## config.mk

```make
export PLATFORM = sky130hd
export DESIGN_NAME = cla_pipe_add_flat
export DESIGN_NICKNAME = d
export VERILOG_FILES = /design/src/rtl/cla_pipe_add_if.sv /design/src/rtl/cla_pipe_add.sv /design/src/flat_wrapper.sv
export SDC_FILE = /design/constraint.sdc
export NUM_CORES = 2
export LEC_CHECK = 0
export ABC_CLOCK_PERIOD_IN_PS = 3500
export CAP_MARGIN = 40
export CORE_MARGIN = 2
export CORE_UTILIZATION = 25
export CTS_CLUSTER_SIZE = 20
export DETAILED_ROUTE_END_ITERATION = 16
export GPL_TIMING_DRIVEN = 0
export PLACE_DENSITY_LB_ADDON = 0.08
export SLEW_MARGIN = 10
export SYNTH_ARGS = -nofsm -noshare
export SYNTH_HDL_FRONTEND = slang
export SYNTH_SLANG_ARGS = --single-unit
```

## constraint.sdc

```tcl
create_clock -name clk -period 3.5 [get_ports clk]
set_clock_uncertainty 0.2 [all_clocks]
set_input_delay 0.35 -clock clk [delete_from_list [all_inputs] [get_ports clk]]
set_output_delay 0.35 -clock clk [all_outputs]
set_load 0.03 [all_outputs]
```

## src/rtl/cla_pipe_add_if.sv

```systemverilog
// cla_pipe_add_if: operand/result handshake bundle for cla_pipe_add.
//   master: drives in_valid, A, B, c0, sub, out_ready; sees in_ready and results.
//   slave : the adder side; drives in_ready, out_valid, S, cout, ovf, px, gx.
// Bit 1 of A/B/S is the LSB.
interface cla_pipe_add_if #(
  parameter int WIDTH = 256
);
  logic             in_valid;
  logic             in_ready;
  logic [WIDTH:1]   A;
  logic [WIDTH:1]   B;
  logic             c0;
  logic             sub;
  logic             out_valid;
  logic             out_ready;
  logic [WIDTH:1]   S;
  logic             cout;
  logic             ovf;
  logic             px;
  logic             gx;

  modport master (
    output in_valid, A, B, c0, sub, out_ready,
    input  in_ready, out_valid, S, cout, ovf, px, gx
  );

  modport slave (
    input  in_valid, A, B, c0, sub, out_ready,
    output in_ready, out_valid, S, cout, ovf, px, gx
  );
endinterface

```

## src/rtl/cla_pipe_add.sv

```systemverilog
// cla_pipe_add: pipelined carry-lookahead adder/subtractor.
// A WIDTH-bit add is split into NSTAGE = WIDTH/STAGE_W chunks, one chunk per
// pipeline stage, linked by a registered carry. Operands are skewed so chunk k
// is added k-1 cycles after acceptance; finished sum chunks ride along so the
// whole word appears together NSTAGE cycles after acceptance.
// Ports:
//   clk, rst_n : clock, asynchronous active-low reset
//   bus        : cla_pipe_add_if.slave (valid/ready in, valid/ready out,
//                A, B, c0, sub -> S, cout, ovf, px, gx)

// One STAGE_W chunk: bit p/g, 4-bit group P/G, group-level lookahead, then
// bit carries inside each group from the group carry-in.
module cla_pipe_add_chunk #(
  parameter int W = 64
) (
  input  logic [W-1:0] a,
  input  logic [W-1:0] b,
  input  logic         ci,
  output logic [W-1:0] s,
  output logic         co,
  output logic         pc,   // chunk propagate
  output logic         gc    // chunk generate (carry out with ci = 0)
);
  localparam int NG = W / 4;

  logic [W-1:0]  p, g, c;    // c[n] = carry into bit n
  logic [NG-1:0] gp, gg;
  logic [NG:0]   gcy;        // gcy[j] = carry into group j

  assign p = a ^ b;
  assign g = a & b;

  always_comb begin
    logic prod, acc;
    prod = 1'b1;
    acc  = 1'b0;
    gp   = '0;
    gg   = '0;
    for (int j = 0; j < NG; j++) begin
      gp[j] = &p[4*j +: 4];
      acc   = 1'b0;
      prod  = 1'b1;
      for (int i = 3; i >= 0; i--) begin
        acc  = acc | (g[4*j+i] & prod);
        prod = prod & p[4*j+i];
      end
      gg[j] = acc;
    end
  end

  // carry into group j+1 = OR over i<=j of G[i]&P[i+1..j], plus ci&P[0..j]
  always_comb begin
    logic prod, acc;
    prod   = 1'b1;
    acc    = 1'b0;
    gc     = 1'b0;
    gcy    = '0;
    gcy[0] = ci;
    for (int j = 0; j < NG; j++) begin
      acc  = 1'b0;
      prod = 1'b1;
      for (int i = j; i >= 0; i--) begin
        acc  = acc | (gg[i] & prod);
        prod = prod & gp[i];
      end
      gc       = acc;        // final pass leaves the whole-chunk generate
      gcy[j+1] = acc | (ci & prod);
    end
  end

  always_comb begin
    logic prod, acc;
    prod = 1'b1;
    acc  = 1'b0;
    c    = '0;
    for (int n = 0; n < W; n++) begin
      acc  = 1'b0;
      prod = 1'b1;
      for (int i = n - 1; i >= (n / 4) * 4; i--) begin
        acc  = acc | (g[i] & prod);
        prod = prod & p[i];
      end
      c[n] = acc | (gcy[n/4] & prod);
    end
  end

  assign s  = p ^ c;
  assign co = gcy[NG];
  assign pc = &p;
endmodule

module cla_pipe_add #(
  parameter int WIDTH   = 256,
  parameter int STAGE_W = 64
) (
  input logic           clk,
  input logic           rst_n,
  cla_pipe_add_if.slave bus
);
  localparam int NSTAGE = WIDTH / STAGE_W;

  if (WIDTH % STAGE_W != 0) begin : g_bad_width
    $error("cla_pipe_add: WIDTH must be a multiple of STAGE_W");
  end
  if (STAGE_W % 4 != 0) begin : g_bad_stage
    $error("cla_pipe_add: STAGE_W must be a multiple of 4");
  end

  logic              adv;
  logic [WIDTH:1]    be;
  logic              ce;
  logic [NSTAGE:1]   vld_pipe;

  // whole pipe moves together; a stalled output freezes every stage
  assign adv          = !bus.out_valid | bus.out_ready;
  assign bus.in_ready = adv;
  assign be           = bus.sub ? ~bus.B : bus.B;
  assign ce           = bus.sub | bus.c0;

  always_ff @(posedge clk or negedge rst_n)
    if (!rst_n)   vld_pipe <= '0;
    else if (adv) vld_pipe <= NSTAGE'({vld_pipe, bus.in_valid});

  for (genvar k = 1; k <= NSTAGE; k++) begin : g_st
    // operand bits from this chunk upward; lower chunks were already consumed
    logic [WIDTH-(k-1)*STAGE_W-1:0] a_in, b_in;
    logic [STAGE_W-1:0]             s_c;
    logic                           ci, pxi, gxi, co, pc, gc;
    logic                           c_q, px_q, gx_q;
    logic [k*STAGE_W-1:0]           s_q;   // finished sum bits [k*STAGE_W:1]

    if (k == 1) begin : g_head
      assign a_in = bus.A;
      assign b_in = be;
      assign ci   = ce;
      assign pxi  = 1'b1;
      assign gxi  = 1'b0;
      always_ff @(posedge clk or negedge rst_n)
        if (!rst_n)   s_q <= '0;
        else if (adv) s_q <= s_c;
    end else begin : g_link
      assign a_in = g_st[k-1].g_fw.a_q;
      assign b_in = g_st[k-1].g_fw.b_q;
      assign ci   = g_st[k-1].c_q;
      assign pxi  = g_st[k-1].px_q;
      assign gxi  = g_st[k-1].gx_q;
      always_ff @(posedge clk or negedge rst_n)
        if (!rst_n)   s_q <= '0;
        else if (adv) s_q <= {s_c, g_st[k-1].s_q};
    end

    cla_pipe_add_chunk #(.W(STAGE_W)) u_chunk (
      .a  (a_in[STAGE_W-1:0]),
      .b  (b_in[STAGE_W-1:0]),
      .ci (ci),
      .s  (s_c),
      .co (co),
      .pc (pc),
      .gc (gc)
    );

    always_ff @(posedge clk or negedge rst_n)
      if (!rst_n) begin
        c_q  <= 1'b0;
        px_q <= 1'b0;
        gx_q <= 1'b0;
      end else if (adv) begin
        c_q  <= co;
        px_q <= pc & pxi;
        gx_q <= gc | (pc & gxi);
      end

    if (k < NSTAGE) begin : g_fw
      logic [WIDTH-k*STAGE_W-1:0] a_q, b_q;
      always_ff @(posedge clk or negedge rst_n)
        if (!rst_n) begin
          a_q <= '0;
          b_q <= '0;
        end else if (adv) begin
          a_q <= a_in[WIDTH-(k-1)*STAGE_W-1:STAGE_W];
          b_q <= b_in[WIDTH-(k-1)*STAGE_W-1:STAGE_W];
        end
    end else begin : g_tail
      // carry into the MSB recovered as p ^ s at that bit
      logic ovf_q;
      always_ff @(posedge clk or negedge rst_n)
        if (!rst_n)   ovf_q <= 1'b0;
        else if (adv) ovf_q <= a_in[STAGE_W-1] ^ b_in[STAGE_W-1] ^ s_c[STAGE_W-1] ^ co;
    end
  end

  assign bus.out_valid = vld_pipe[NSTAGE];
  assign bus.S         = g_st[NSTAGE].s_q;
  assign bus.cout      = g_st[NSTAGE].c_q;
  assign bus.ovf       = g_st[NSTAGE].g_tail.ovf_q;
  assign bus.px        = g_st[NSTAGE].px_q;
  assign bus.gx        = g_st[NSTAGE].gx_q;
endmodule

```

## src/flat_wrapper.sv

```systemverilog
// flat-port wrapper written by rule: the top's interface ports become plain ports
module cla_pipe_add_flat 
#(
  parameter int WIDTH   = 256,
  parameter int STAGE_W = 64
)
  (clk, rst_n, bus_in_valid, bus_A, bus_B, bus_c0, bus_sub, bus_out_ready, bus_in_ready, bus_out_valid, bus_S, bus_cout, bus_ovf, bus_px, bus_gx);
  cla_pipe_add_if #(.WIDTH(WIDTH)) bus_i ();
  input logic clk;
  input logic rst_n;
  input wire logic [$bits(bus_i.in_valid)-1:0] bus_in_valid;
  input wire logic [$bits(bus_i.A)-1:0] bus_A;
  input wire logic [$bits(bus_i.B)-1:0] bus_B;
  input wire logic [$bits(bus_i.c0)-1:0] bus_c0;
  input wire logic [$bits(bus_i.sub)-1:0] bus_sub;
  input wire logic [$bits(bus_i.out_ready)-1:0] bus_out_ready;
  output wire logic [$bits(bus_i.in_ready)-1:0] bus_in_ready;
  output wire logic [$bits(bus_i.out_valid)-1:0] bus_out_valid;
  output wire logic [$bits(bus_i.S)-1:0] bus_S;
  output wire logic [$bits(bus_i.cout)-1:0] bus_cout;
  output wire logic [$bits(bus_i.ovf)-1:0] bus_ovf;
  output wire logic [$bits(bus_i.px)-1:0] bus_px;
  output wire logic [$bits(bus_i.gx)-1:0] bus_gx;
  assign bus_i.in_valid = bus_in_valid;
  assign bus_i.A = bus_A;
  assign bus_i.B = bus_B;
  assign bus_i.c0 = bus_c0;
  assign bus_i.sub = bus_sub;
  assign bus_i.out_ready = bus_out_ready;
  assign bus_in_ready = bus_i.in_ready;
  assign bus_out_valid = bus_i.out_valid;
  assign bus_S = bus_i.S;
  assign bus_cout = bus_i.cout;
  assign bus_ovf = bus_i.ovf;
  assign bus_px = bus_i.px;
  assign bus_gx = bus_i.gx;
  cla_pipe_add #(.WIDTH(WIDTH), .STAGE_W(STAGE_W)) u_core (.clk(clk), .rst_n(rst_n), .bus(bus_i));
endmodule
```

Word level (Yosys, flattened, before mapping). Cells that the tools add are included. W data, S select, Z words.

Multiplexer cells: 1. Bitwise operators: 3067. Reduce and logical (&&, ||, !) cells: 69.

Operators by type and width (number): $and A1 B1 Y1 (1926); $or A1 B1 Y1 (1125); $xor A64 B64 Y64 (8); $and A64 B64 Y64 (4); $mux W256 (1); $not A256 Y256 (1); $reduce_and A4 Y1 (64); $reduce_and A64 Y1 (4); $xor A1 B1 Y1 (3); $logic_not A1 Y1 (1).

Register bits: 1425. Output and inout bits: 262. Word-level logic and storage cells: 3161.

Depth between registers and ports, before layout.
Depth after elaboration: 26. Mapped depth: 16. Mapped depth without buffers: 13.

Cells and area by module. Synthesis repeated with hierarchy kept, for this count alone.

Cell total of the unflattened synthesis: 7598. Area, all modules: 67656.1 µm².

Modules (own cells, without submodules): cla_pipe_add (instances 1, cells an instance 6112, area each 55560.8 µm², seq. area each 35659.2 µm²); cla_pipe_add_chunk at u_core.g_st[2].u_chunk ... (instances 2, cells an instance 364, area each 2982.9 µm², seq. area each 0.0 µm²); cla_pipe_add_chunk at u_core.g_st[4].u_chunk (instances 1, cells an instance 381, area each 3159.3 µm², seq. area each 0.0 µm²); cla_pipe_add_chunk at u_core.g_st[1].u_chunk (instances 1, cells an instance 377, area each 2970.3 µm², seq. area each 0.0 µm²).

Worst setup path before layout. No wires, ideal clock.

Kind: in2reg. From: in bus_sub. To: reg u_core.g_st[1].s_q[57]. Data arrival time: 4.016 ns. Data required time: 3.223 ns. Path slack: -0.793 ns. Stages on the path: 15. Path buffers: 3. Path through: clkbuf_1 buf_1 buf_1 xor2_1 ha_1 nand4_1 nor3_2 nand3_1 o221ai_2 o221ai_2 o31ai_4 a21oi_1 fa_1 xor2_1 a21oi_1.

Cells in the longest elaborated chain, start to end: 24.

RTL lines: from (decl) (RTL line flat_wrapper.sv:15) `input wire logic [$bits(bus_i.sub)-1:0] bus_sub;`; $mux W256 (RTL line cla_pipe_add.sv:117) `assign be = bus.sub ? ~bus.B : bus.B;`; $and A64 B64 Y64 or $xor A64 B64 Y64 (tied branches) (RTL line cla_pipe_add.sv:31, cla_pipe_add.sv:30); $and A1 B1 Y1 (on tied branches) (RTL line cla_pipe_add.sv:44, cla_pipe_add.sv:45); $or A1 B1 Y1, or another cell as far along (RTL line cla_pipe_add.sv:44) `acc = acc | (g[4*j+i] & prod);`; $or A1 B1 Y1 or $and A1 B1 Y1 (tied branches) (RTL line cla_pipe_add.sv:44); $or A1 B1 Y1 (RTL line cla_pipe_add.sv:44); $and A1 B1 Y1 (RTL line cla_pipe_add.sv:63) `acc = acc | (gg[i] & prod);`; $or A1 B1 Y1 (13 in series) (RTL line cla_pipe_add.sv:63); $or A1 B1 Y1 (RTL line cla_pipe_add.sv:67) `gcy[j+1] = acc | (ci & prod);`; $and A1 B1 Y1 (RTL line cla_pipe_add.sv:83) `c[n] = acc | (gcy[n/4] & prod);`; $or A1 B1 Y1 (RTL line cla_pipe_add.sv:83); $xor A64 B64 Y64 (*) (RTL line cla_pipe_add.sv:87) `assign s = p ^ c;`; to (signal assigned) (RTL line cla_pipe_add.sv:139) `if (!rst_n) s_q <= '0;`; to (signal assigned) (RTL line cla_pipe_add.sv:140) `else if (adv) s_q <= s_c;`; to (decl) (RTL line cla_pipe_add.sv:130) `logic [k*STAGE_W-1:0] s_q;`.

Mark *: on every way between the ends. The rest lies on a longest branch, timed or not. A chain may end at the register's enable or synchronous reset.

Worst setup path in the final report.
From: reg u_core.g_st[3].g_fw.b_q[28]. To: reg u_core.g_st[4].s_q[253] (netlist: u_core.bus.S[254]).

Cells in the longest elaborated chain, start to end: 16.

RTL lines: from (decl) (RTL line cla_pipe_add.sv:174) `logic [WIDTH-k*STAGE_W-1:0] a_q, b_q;`; from (signal assigned) (RTL line cla_pipe_add.sv:181) `b_q <= b_in[WIDTH-(k-1)*STAGE_W-1:STAGE_W];`; $and A64 B64 Y64 (RTL line cla_pipe_add.sv:31) `assign g = a & b;`; $and A1 B1 Y1 (RTL line cla_pipe_add.sv:44); $or A1 B1 Y1 (RTL line cla_pipe_add.sv:44); $and A1 B1 Y1 (RTL line cla_pipe_add.sv:63); $or A1 B1 Y1 (8 in series) (RTL line cla_pipe_add.sv:63); $or A1 B1 Y1 (*) (RTL line cla_pipe_add.sv:67); $and A1 B1 Y1 (*) (RTL line cla_pipe_add.sv:83); $or A1 B1 Y1 (*) (RTL line cla_pipe_add.sv:83); $xor A64 B64 Y64 (*) (RTL line cla_pipe_add.sv:87); to (signal assigned) (RTL line cla_pipe_add.sv:149) `else if (adv) s_q <= {s_c, g_st[k-1].s_q};`; to (decl) (RTL line cla_pipe_add.sv:130).

Marks and branches as above.

==> results.yml <==
outcome:
  outcome: "complete, no violations"
synth:
  synthCells: 7364
  synth-seq-cells: 1425
  synth-edff-count: 0
  ys_top_cells_by_area: "dfrtp_1, nand2_1, ha_1"
  synth_top_cell_by_area: "dfrtp_1"
  ys.warnings.count: 0
  synth_top_area_share_pct: 53.9
  syn-num-nets: 8202
  ys_seq_area_share_pct: 53.9
  synth_flop_cell: "dfrtp_1"
  ys_types: 92
  syn_area_um2: 66100
  postSynth.asyncResetShare_pct: 100
  syn_avg_cell_area_um2: 8.98
  synthTopCellsByCount: "nand2_1, dfrtp_1, o21ai_0"
  yosysMostFrequentCell: "nand2_1"
routing:
  vias: 54323
  wl_um: 265000
  firstDrtPassIters: 7
  drtIter0Drc: 3043
  postRouteAntennaNets: 0
  drcViolationCount: 0
  viasPerCell: 4.38
  wl_per_cell_um: 21.4
placement:
  portBuffers: 778
  routabilityCongestion: 0.844
  place_inst: 11711
  place_area_um2: 79600
  hpwl_um: 207000
setup_path:
  reg2reg_slack_ps: 30
  crit_start: "u_core.g_st[3].g_fw.b_q[28]"
  cp_max_fo: 4
  cpMaxStageDelayCell: "dfrtp_1"
  path_cells: "ha_1 > nand4_1 > inv_1 > nand2_1 > o211ai_1 > nand2_2 > buf_4 > a211oi_4 > nand2b_4 > a31oi_1 > fa_1 > xor2_1 > a21oi_1"
  crit_required_ps: 3970
  endpoint_kind: "flop"
  ff2ff_path_depth: 13
  worst_path_largest_cell_delay_ps: 440
  worstReg2RegEnd: "u_core.bus.S[254]"
  arrival_ps: 3940
  critPathCapture: "u_core.bus.S[254]"
  start_kind: "flop"
  r2r-start: "u_core.g_st[3].g_fw.b_q[28]"
  crit_type: "reg2reg"
cts:
  clkTransAtPathRegs_ps: 60
  ctsHtreeMaxLevel: 4
  cts_max_path_buffers: 3
  cts_tree: "built"
  clockRootBuffer: "clkbuf_16"
  clock_sinks: 1425
  clk_latency_ps: 830
  numCtsBuffers: 175
floorplanning:
  pin_count: 780
  start_util_pct: 25.2
  core_um2: 263000
  num_rows: 188
  die_y_um: 518
  die-area_um2: 269000
  die_w_um: 518
power_and_ir_drop:
  power_density_nw_per_um2: 947
  ir_worst_vdd_uv: 476
  p_leak_uw: 0.0421
sta:
  drv_slew: 0
  rsz0062_at_grt: "yes"
  post-route-period-util_pct: 99.1
  min_period_ps: 3470
  finalSetupViolCount: 0
  hold_viol_final: 0
  worst_pin_slew_ps: 944
  fmax_mhz: 288
  slew_headroom_pct: 37.0
cells_and_area:
  design_area_um2: 90000
  fillCellCount: 27366
  layout.cells.non_filler: 12403
  area_growth_pct: 36.1
  drive_above_1_share_pct: 6.69
  register_area_um2: 35700
  fin_nets: 9560
  multiInputGateArea_um2: 29600
global_routing:
  grt_pass1_vias: 56699
  grt.total_usage_pct: 19.5
  grt_overflow_total: 0
  grt_pass1_wl_um: 389000
  grt_start_max_net_pins: 152
  antenna_found_initial: 62
run:
  max_cap_violations: 0
hold_path:
  holdCritPathClass: "in2reg"
==> layout make-up <==
cell class	instances	share of cell area [%]
antenna	20	0.0556
buffer	348	1.64
clock inverter	58	0.966
sequential	1425	39.6
clock buffer	265	5.91
tap	3515	4.88
timing repair buffer	1183	13.7
inverter	90	0.381
multi-input combinational	5499	32.8
==> layer usage <==
layer	part of all wire (%)	wire [µm]	GRT usage, %
met1	48	127000	27.7
met2	45	119000	30.9
met3	4.9	13000	3.48
met4	2.1	5570	4.33
met5	0.057	152	0
==> cell families after synthesis <==
| kind of cell | count (synthesis) | synth area share (%) |
|---|---|---|
| mux | 3 | 0.0492 |
| compound gates | 914 | 8.40 |
| buf+inv | 440 | 2.50 |
| fa+ha+maj | 320 | 6.78 |
| simple gates | 3842 | 22.8 |
| flops | 1425 | 53.9 |
| xor+xnor | 420 | 5.56 |
==> what timing repair did <==
action,in CTS,in global routing
gates cloned,0,1
gates resized for setup,75,77
hold buffers,308,3
setup buffers,24,15
endpoints found under the setup margin,1356,78
hold endpoints to repair,534,28
pin swaps,24,23
==> through the flow <==
stage | worst slack (ps) | total power (µW) | util [%] | setup TNS (ps) | hold slack [ps]
global placement | -67570 | 64600 | 29.8 | - | 250
floorplan | -92.1 | 49400 | - | -182 | -146
global route | -115 | 91800 | 34.3 | -301 | 21.7
CTS | -64.1 | 86100 | 34.0 | -82.2 | -112
detailed placement | -1380 | 65300 | 30.3 | -1159090 | 165
finish | 30.2 | 85300 | 34.3 | 0 | 53.6
==> sequential cells by signal, summed over array words and instances (netlist names) <==
name / cells
u_core.bus.S: 256
u_core.bus.gx: 1
u_core.bus.cout: 1
u_core.g_st.s_q: 384
u_core.g_st.g_fw.a_q: 384
u_core.bus.ovf: 1
u_core.g_st.c_q: 3
u_core.g_st.g_fw.b_q: 384
u_core.g_st.px_q: 3
u_core.vld_pipe: 4
u_core.bus.px: 1
u_core.g_st.gx_q: 3
==> critical path: cells and delay by family (launching register included) <==
family          cells  cell delay [ps]
flops               1              440
xor+xnor            1              190
fa+ha+maj           2              770
compound gates      4              700
buf+inv             2              340
simple gates        4              670
==> how the worst min path moves through the flow <==
stage                                  startpoint                           to  slack [ps]  depth (start not counted)
after floorplan                             rst_n            u_core.bus.S[100]        -150                          0
after global placement    u_core.g_st[3].s_q[168]      u_core.g_st[3].s_q[168]         250                          2
after detailed placement                    rst_n             u_core.bus.S[30]         160                          1
after CTS                                   rst_n             u_core.bus.S[33]        -110                          2
after global routing                   bus_A[130]  u_core.g_st[1].g_fw.a_q[66]          20                          3
final                                  bus_A[129]  u_core.g_st[1].g_fw.a_q[65]          50                          3
==> cell usage in the layout, fill, tap and decap left out, drive strengths merged, types with 38 or more instances in the layout <==
cell type,instances
nand3,42
nand4,45
clkbuf,606
o21ai,387
fa,64
nor3,40
dfrtp,1425
a21oi,267
dlygate4sd3,308
clkdlybuf4s50,776
a21o,68
nor2,193
xor2,148
clkinv,38
nand2,3402
ha,256
inv,92
xnor2,272
buf,104
==> where the power goes <==
part           internal, µW  leakage (µW)  switching [µW]  total (µW)
logic                 14100        0.0219           22800       36900
clock network         11600       0.00305            7710       19300
registers             23900        0.0172            5120       29000
total                 49600        0.0421           35700       85300
Power figures use the tool's default switching activity.
